==> config.mk <==
export PLATFORM = sky130hd
export DESIGN_NAME = uart_word_assembler
export DESIGN_NICKNAME = d
export VERILOG_FILES = /design/src/rtl/uart_rsa_pkg.sv /design/src/rtl/uart_idle_timer.sv /design/src/rtl/uart_word_assembler.sv
export SDC_FILE = /design/constraint.sdc
export NUM_CORES = 1
export LEC_CHECK = 0
export CORE_MARGIN = 3
export CORE_UTILIZATION = 55
export DETAILED_ROUTE_END_ITERATION = 16
export GPL_ROUTABILITY_DRIVEN = 0
export PLACE_DENSITY_LB_ADDON = 0.2
export SLEW_MARGIN = 20
export SYNTH_ARGS = -nofsm -noshare
export SYNTH_HDL_FRONTEND = slang
export SYNTH_SLANG_ARGS = --single-unit
==> constraint.sdc <==
create_clock -name i_Clock -period 3.5 [get_ports i_Clock]
set_input_delay 0.7 -clock i_Clock [delete_from_list [all_inputs] [get_ports i_Clock]]
set_output_delay 0.7 -clock i_Clock [all_outputs]
set_load 0.05 [all_outputs]
==> src/rtl/uart_rsa_pkg.sv <==
// Shared constants and encodings for the UART-to-RSA byte path.
package uart_rsa_pkg;

    localparam int BYTE_W           = 8;
    localparam int WORD_BYTES_DEF   = 4;
    localparam int CLKS_PER_BIT     = 87;
    // One full character is 10 bit-times; allow a word's worth of character gaps.
    localparam int TIMEOUT_CLKS_DEF = CLKS_PER_BIT * 10 * WORD_BYTES_DEF;

    typedef enum logic {
        ST_IDLE    = 1'b0,
        ST_COLLECT = 1'b1
    } coll_state_e;

endpackage

==> src/rtl/uart_idle_timer.sv <==
// Clearable, enable-gated down-counter; strobes o_Expire on the cycle the count runs out.
module uart_idle_timer #(
    parameter int TIMEOUT_CLKS = 3480
) (
    input  logic i_Clock,
    input  logic i_Reset,
    input  logic i_Enable,
    input  logic i_Clear,
    output logic o_Expire
);

    localparam int CW = (TIMEOUT_CLKS > 1) ? $clog2(TIMEOUT_CLKS) : 1;
    localparam logic [CW-1:0] LOAD = CW'(TIMEOUT_CLKS - 1);

    logic [CW-1:0] count_q, count_d;

    always_comb begin
        count_d = count_q;
        if (i_Clear)
            count_d = LOAD;
        else if (i_Enable && count_q != '0)
            count_d = count_q - 1'b1;
    end

    // A clear on the expiry cycle suppresses the strobe: the new byte wins.
    assign o_Expire = i_Enable && !i_Clear && (count_q == '0);

    always_ff @(posedge i_Clock) begin
        if (i_Reset)
            count_q <= '0;
        else
            count_q <= count_d;
    end

endmodule

==> src/rtl/uart_word_assembler.sv <==
// Packs uart_rx bytes MSB-first into words with a one-deep output register,
// overrun flag and inter-byte timeout.
module uart_word_assembler
    import uart_rsa_pkg::*;
#(
    parameter int WORD_BYTES   = WORD_BYTES_DEF,
    parameter int TIMEOUT_CLKS = TIMEOUT_CLKS_DEF
) (
    input  logic                         i_Clock,
    input  logic                         i_Reset,
    input  logic                         i_Rx_DV,
    input  logic [BYTE_W-1:0]            i_Rx_Byte,
    output logic [WORD_BYTES*BYTE_W-1:0] o_Word,
    output logic                         o_Word_Valid,
    input  logic                         i_Word_Ready,
    output logic                         o_Overrun,
    output logic                         o_Timeout,
    input  logic                         i_Clear_Err
);

    localparam int W     = WORD_BYTES * BYTE_W;
    localparam int CNT_W = $clog2(WORD_BYTES);
    localparam logic [CNT_W-1:0] LAST = CNT_W'(WORD_BYTES - 1);

    coll_state_e      state_q, state_d;
    logic [CNT_W-1:0] cnt_q, cnt_d;
    logic [W-1:0]     shift_q, shift_d;
    logic [W-1:0]     word_q, word_d;
    logic             valid_q, valid_d;
    logic             ovr_q, ovr_d;
    logic             tmo_q, tmo_d;

    logic             expire;
    logic             final_byte;
    logic             out_free;
    logic             collecting;
    logic [W-1:0]     completed;

    assign final_byte = i_Rx_DV && (cnt_q == LAST);
    assign out_free   = !valid_q || i_Word_Ready;
    assign completed  = {shift_q[W-BYTE_W-1:0], i_Rx_Byte};

    uart_idle_timer #(
        .TIMEOUT_CLKS (TIMEOUT_CLKS)
    ) u_idle_timer (
        .i_Clock  (i_Clock),
        .i_Reset  (i_Reset),
        .i_Enable (collecting),
        .i_Clear  (i_Rx_DV),
        .o_Expire (expire)
    );

    always_ff @(posedge i_Clock) begin
        if (i_Reset) begin
            state_q <= ST_IDLE;
            cnt_q   <= '0;
            shift_q <= '0;
            word_q  <= '0;
            valid_q <= 1'b0;
            ovr_q   <= 1'b0;
            tmo_q   <= 1'b0;
        end else begin
            state_q <= state_d;
            cnt_q   <= cnt_d;
            shift_q <= shift_d;
            word_q  <= word_d;
            valid_q <= valid_d;
            ovr_q   <= ovr_d;
            tmo_q   <= tmo_d;
        end
    end

    always_comb begin
        state_d = state_q;
        cnt_d   = cnt_q;
        if (i_Rx_DV) begin
            if (final_byte) begin
                state_d = ST_IDLE;
                cnt_d   = '0;
            end else begin
                state_d = ST_COLLECT;
                cnt_d   = cnt_q + 1'b1;
            end
        end else if (expire) begin
            state_d = ST_IDLE;
            cnt_d   = '0;
        end
    end

    always_comb begin
        collecting = (state_q == ST_COLLECT);
        shift_d    = i_Rx_DV ? completed : shift_q;
        word_d     = word_q;
        valid_d    = valid_q;
        ovr_d      = ovr_q;
        tmo_d      = expire;
        if (valid_q && i_Word_Ready)
            valid_d = 1'b0;
        if (i_Clear_Err)
            ovr_d = 1'b0;
        // Completion on a transfer edge reloads; otherwise a busy register drops the word.
        if (final_byte) begin
            if (out_free) begin
                word_d  = completed;
                valid_d = 1'b1;
            end else begin
                ovr_d = 1'b1;
            end
        end
    end

    assign o_Word       = word_q;
    assign o_Word_Valid = valid_q;
    assign o_Overrun    = ovr_q;
    assign o_Timeout    = tmo_q;

endmodule

[Word level (Yosys, flattened, before mapping)]
Index checks and enable logic that the tools add are counted.
Operators by class
  $add $sub $neg: 2
  multipliers: 0
  div/mod/pow operators: 0
  magnitude comparators: 0
  equal/unequal tests: 1
  shift operators: 0
  multiplexer cells: 14
  bitwise operators: 0
  reductions and logical operators: 14
Operator list (number)
  2-to-1 mux 12 bit: 2
  zero test 12 bit: 1
  nonzero test 12 bit: 1
  subtractor 12 x 1 -> 12 bit, second input constant: 1
  2-to-1 mux 1 bit: 9
  2-to-1 mux 2 bit: 3
  logical AND 1 bit: 5
  nonzero test 2 bit: 2
  adder 2 x 1 -> 2 bit, second input constant: 1
  equality test 2 bit, second input constant: 1
  zero test 1 bit: 2
  AND reduction 2 bit: 1
  OR reduction 2 bit: 1
  logical OR 1 bit: 1
Storage, ports and cells
  register bits after elaboration: 74
  latch bits: 0
  RAM bits: 0
  ROM bits: 0
  bits of input ports: 13
  output and inout port bits: 35
  memories: 0

[Logic depth before layout (Yosys ltp)]
  depth after elaboration: 5
  mapped depth: 7
  gate-level depth less buffers: 6

[Cells and area by module]
Synthesis repeated with hierarchy kept, for this count alone.
Unflattened totals
  cells, all modules: 323
  area, all modules: 3218.1 um^2
Modules (own cells, without submodules)
  uart_word_assembler: instances 1, cells an instance 244, area an instance 2546.2 um^2
  uart_idle_timer: instances 1, cells an instance 79, area an instance 671.9 um^2

[Least setup slack after synthesis]
No wires, ideal clock.
  kind: register to register
  start: register u_idle_timer.count_q[3]
  end: register u_idle_timer.count_q[11]
  setup time: 0.131 ns
  data arrival time: 1.905 ns
  required time: 3.369 ns
  path slack: 1.464 ns
  cell stages (with the launch flop): 7
  buffers on the path: 2
  cell sequence: dfxtp_1 -> or4_1 -> buf_2 -> or4_4 -> buf_6 -> a311oi_2 -> nor3_1
Between the ends
  cells in the longest elaborated chain, start to end: 3
Ends and longest elaborated chain
  start: declaration: RTL line uart_idle_timer.sv:15  | logic [CW-1:0] count_q, count_d;
  start signal: assignment: RTL line uart_idle_timer.sv:32  | count_q <= count_d;
  subtractor 12 x 1 -> 12 bit or nonzero test 12 bit (tied branches): RTL line uart_idle_timer.sv:22, uart_idle_timer.sv:21
  2-to-1 mux 12 bit or logical AND 1 bit (tied branches): RTL line uart_idle_timer.sv:21  | else if (i_Enable && count_q != '0)
  2-to-1 mux 12 bit or nonzero test 2 bit (tied branches)
Parallel ways exist; a longest one is shown, timed or not. The select of a mux whose other input is x is not followed.
A chain may end at the register's enable or synchronous reset.

[Worst setup path in the final report]
  start: register word_q[15], in the netlist o_Word[15]
  end: output o_Word[15]
RTL lines
  start: declaration: RTL line uart_word_assembler.sv:28  | logic [W-1:0] word_q, word_d;
  start signal: assignment: RTL line uart_word_assembler.sv:66  | word_q <= word_d;
  end: declaration: RTL line uart_word_assembler.sv:13  | output logic [WORD_BYTES*BYTE_W-1:0] o_Word,
No word-level cell between the ends.

==> flow_summary_export.csv <==
group,metric,value,unit
yosys,synth_seq_cells,74,
yosys,synth_top_cell_by_area,"dfxtp_1",
yosys,ys_seq_area_share,52.2,%
power_and_ir_drop,p_seq_share,54.4,%
drt,route.final.wire_length,5770,µm
yosys,syn-num-nets,337,
clock_network,cts_resized,0,
die,pin_count,48,
drt,first_pass_iters,4,
cells_and_area,area_growth,23.4,%
yosys,synth_xor_area_share,0.309,%
yosys,synth_top_family_by_area,"simple AND/OR/NAND/NOR gates",
global_route,grt_start_max_net_pins,47,
yosys,synth.distinct_cells,38,
setup_path,worst-path-buf-inv,1,
setup_path,slowest_delay,810,ps
drt,m1WireLength,2570,µm
clock_network,cts-root-buf,"clkbuf_8",
sta,worst_pin_slew,656,ps
global_route,grt-ovfl-total,0,
clock_network,cts_max_level,3,
die,die_w,77.8,µm
sta,period_needed,2190,ps
placement,port_buffers,47,
sta,slew_violations,0,
sta,grt_setup_unrepaired,"no",
power_and_ir_drop,p_per_area,465,nW/µm²
placement,placed_cell_area,3320,µm²
clock_network,cts_sinks,74,
clock_network,cts_buffers,9,
setup_path,critical_path_class,"flop to output pin",
die,chipHeight,77.8,µm
run_status,status,"finished clean",
setup_path,crit_path_top_delay_cell,"clkdlybuf4s50_1",
clock_network,clk_latency,330,ps
setup_path,startpoint_type,"flop",
sta,finalSetupViolations,0,
clock_network,cts.path.max_buffers,2,
power_and_ir_drop,p_leak,1.30,nW
yosys,synth.top_cell.area_share,52.2,%
cells_and_area,design_area,3500,µm²
drt,vias,2297,
drt,highest_layer,"met4",
die,core,4850,µm²
power_and_ir_drop,p_sw_share,23.6,%
clock_network,cts.clk_slew.worst_paths,70,ps
min_path,hp-class,"flop to flop",
cells_and_area,antenna_cells,0,
sta,final-hold-violation-count,0,
die,die_area,6060,µm²
global_route,antenna_found_initial,0,
setup_path,path_cells,"clkdlybuf4s50_1",
die,initial_core_util,58.6,%
placement,place_hpwl,3840,µm
cells_and_area,fillers,380,
clock_network,cts_setup_buffers,0,
power_and_ir_drop,pwr-share-clk,38.0,%
power_and_ir_drop,ir_worst_vdd,0.328,mV
sta,setup_tns,0,ps
yosys,ys_warn_count,0,
power_and_ir_drop,p_switching,0.384,mW
die,rows,25,
drt,antenna_left,0,
yosys,synthTopCellsByArea,"dfxtp_1, nand2_1, mux2i_1, a21oi_1, nor2_1",
sta,maxSlewHeadroom,56.3,%
drt,routedWlPerCell,13.4,µm
yosys,syn_inst,321,
sta,skew,4.28,ps
job,maxCapViolCount,0,
power_and_ir_drop,power_frac_comb,7.7,%
sta,period_share,62.6,%
clock_network,ctsHoldBuffers,0,
yosys,synth-compound-area-share,12.8,%
setup_path,crit_family,"buffers and inverters",
setup_path,critPathRequiredTime,2800,ps
drt,drtIter0Drc,93,
setup_path,cp-end-kind,"output pin",
power_and_ir_drop,intPower,1.24,mW
yosys,avgSynthCellArea,8.84,µm²
setup_path,worstPathMaxFanout,2,
cells_and_area,final_layout_size_suffix_gt1_share,8.52,%
yosys,synth_adder_area_share,1.32,%
global_route,grt_usage,20.6,%
drt,avgViaCountPerCell,5.33,
global_route,grt_pass1_vias,2221,
yosys,synth.area.mux_share,9.26,%
drt,met2_length,2970,µm
clock_network,cts_tree,"built",
power_and_ir_drop,p_total,1.63,mW
sta,holdWs,452,ps
drt,routed-wl-met3,188,µm
yosys,syn_area,2840,µm²
yosys,synth-simple-area-share,20.0,%
sta,fmax,456,MHz
drt,route.detailed.drc,0,
setup_path,worstPathArrival,1490,ps
cells_and_area,nets,375,
global_route,grt_first_pass_wirelength,10000,µm
through the flow:
step	setup WS (ps)	utilization [%]	std cells
2_1_floorplan	1460	-	321
3_3_place_gp	1340	68.4	415
3_5_place_dp	1270	68.4	415
4_1_cts	1290	72.2	431
5_1_grt	1210	72.2	431
6_report	1310	72.2	431
cell families after synthesis:
kind of cell | after synthesis
fa+ha+maj | 3
compound gates | 62
simple gates | 126
xor+xnor | 1
flops | 74
mux | 26
buf+inv | 29
power by group through the flow:
| stage | combinational, mW | clock, mW | sequential [mW] |
|---|---|---|---|
| after floorplan | 0.0914 | 0 | 0.902 |
| after global placement | 0.122 | 0 | 0.902 |
| after detailed placement | 0.125 | 0 | 0.903 |
| after CTS | 0.126 | 0.632 | 0.884 |
| after global routing | 0.139 | 0.674 | 0.887 |
| final | 0.125 | 0.618 | 0.884 |
flip-flops by register name (all words and copies together) (netlist names):
name / cells
cnt_q: 2
collecting: 1
o_Overrun: 1
o_Timeout: 1
o_Word: 32
o_Word_Valid: 1
shift_q: 24
u_idle_timer.count_q: 12
path summary, 6_finish.rpt:
check | from | to | slack, ps | depth (start not counted)
hold reg to reg | shift_q[22]$_SDFFE_PP0P_ | o_Word[30]$_SDFFE_PP0P_ | 450 | 2
setup / recovery | o_Word[15]$_SDFFE_PP0P_ | o_Word[15] | 1310 | 1
setup reg to reg | u_idle_timer.count_q[4]$_SDFFE_PP0P_ | u_idle_timer.count_q[1]$_SDFFE_PP0P_ | 1350 | 4
hold / removal | shift_q[22]$_SDFFE_PP0P_ | o_Word[30]$_SDFFE_PP0P_ | 450 | 2
synthesized netlist by cell type, drive strengths merged:
| master | n |
|---|---|
| nor4 | 1 |
| mux2i | 24 |
| nor2 | 32 |
| nor3 | 3 |
| a21oi | 43 |
| inv | 5 |
| o211ai | 2 |
| and3b | 1 |
| a31oi | 4 |
| clkbuf | 21 |
| o31ai | 1 |
| or4b | 2 |
| or3 | 5 |
| o21ai | 5 |
| dfxtp | 74 |
| or4 | 4 |
| nand2 | 67 |
| nand4b | 1 |
| or2 | 4 |
| nand3 | 1 |
| ha | 3 |
| mux2 | 2 |
| nor2b | 1 |
| and4 | 1 |
| a211oi | 1 |
| nand2b | 3 |
| o41ai | 4 |
| a41o | 1 |
| xnor2 | 1 |
| a311oi | 1 |
| buf | 3 |
placed cells by master (no fill, tap or decap), types with 2 or more instances in the layout:
cell type | Yosys | final
a21oi_1 | 43 | 43
nor2_1 | 32 | 32
or4b_1 | 2 | 2
nor3_1 | 3 | 3
buf_2 | 1 | 2
nand2b_1 | 3 | 3
or4_1 | 3 | 3
ha_1 | 3 | 3
o41ai_1 | 3 | 3
a31oi_1 | 4 | 4
clkbuf_8 | 0 | 9
nand2_1 | 67 | 67
mux2i_1 | 24 | 24
buf_4 | 0 | 4
clkinv_2 | 0 | 4
o211ai_1 | 2 | 2
o21ai_0 | 4 | 4
or2_2 | 3 | 3
dfxtp_1 | 74 | 74
clkdlybuf4s50_1 | 0 | 45
inv_1 | 5 | 5
or3_1 | 5 | 5
worst reg2reg max path: cells and delay by family, from the launching register on:
kind	cells	cell delay, ps
mux	1	360
compound gates	2	680
simple gates	1	690
flops	1	350
routing by layer:
metal / track usage, % / vias up
li1: - / 1160
met1: 24.8 / 1094
met2: 34.4 / 39
met3: 5.92 / 4
met4: 8.54 / 0
met5: 0 / -
layout make-up:
type / instances / area [µm²] / area share [%]
clock inverters: 6 / 57.6 / 1.64
repair buffers: 51 / 490 / 14.0
clock buffers: 10 / 128 / 3.64
inverters: 5 / 18.8 / 0.536
well taps: 67 / 83.8 / 2.39
flip-flops and latches: 74 / 1480 / 42.3
multi-input cells: 218 / 1240 / 35.5
No activity file was read; power rests on OpenSTA's default activity.
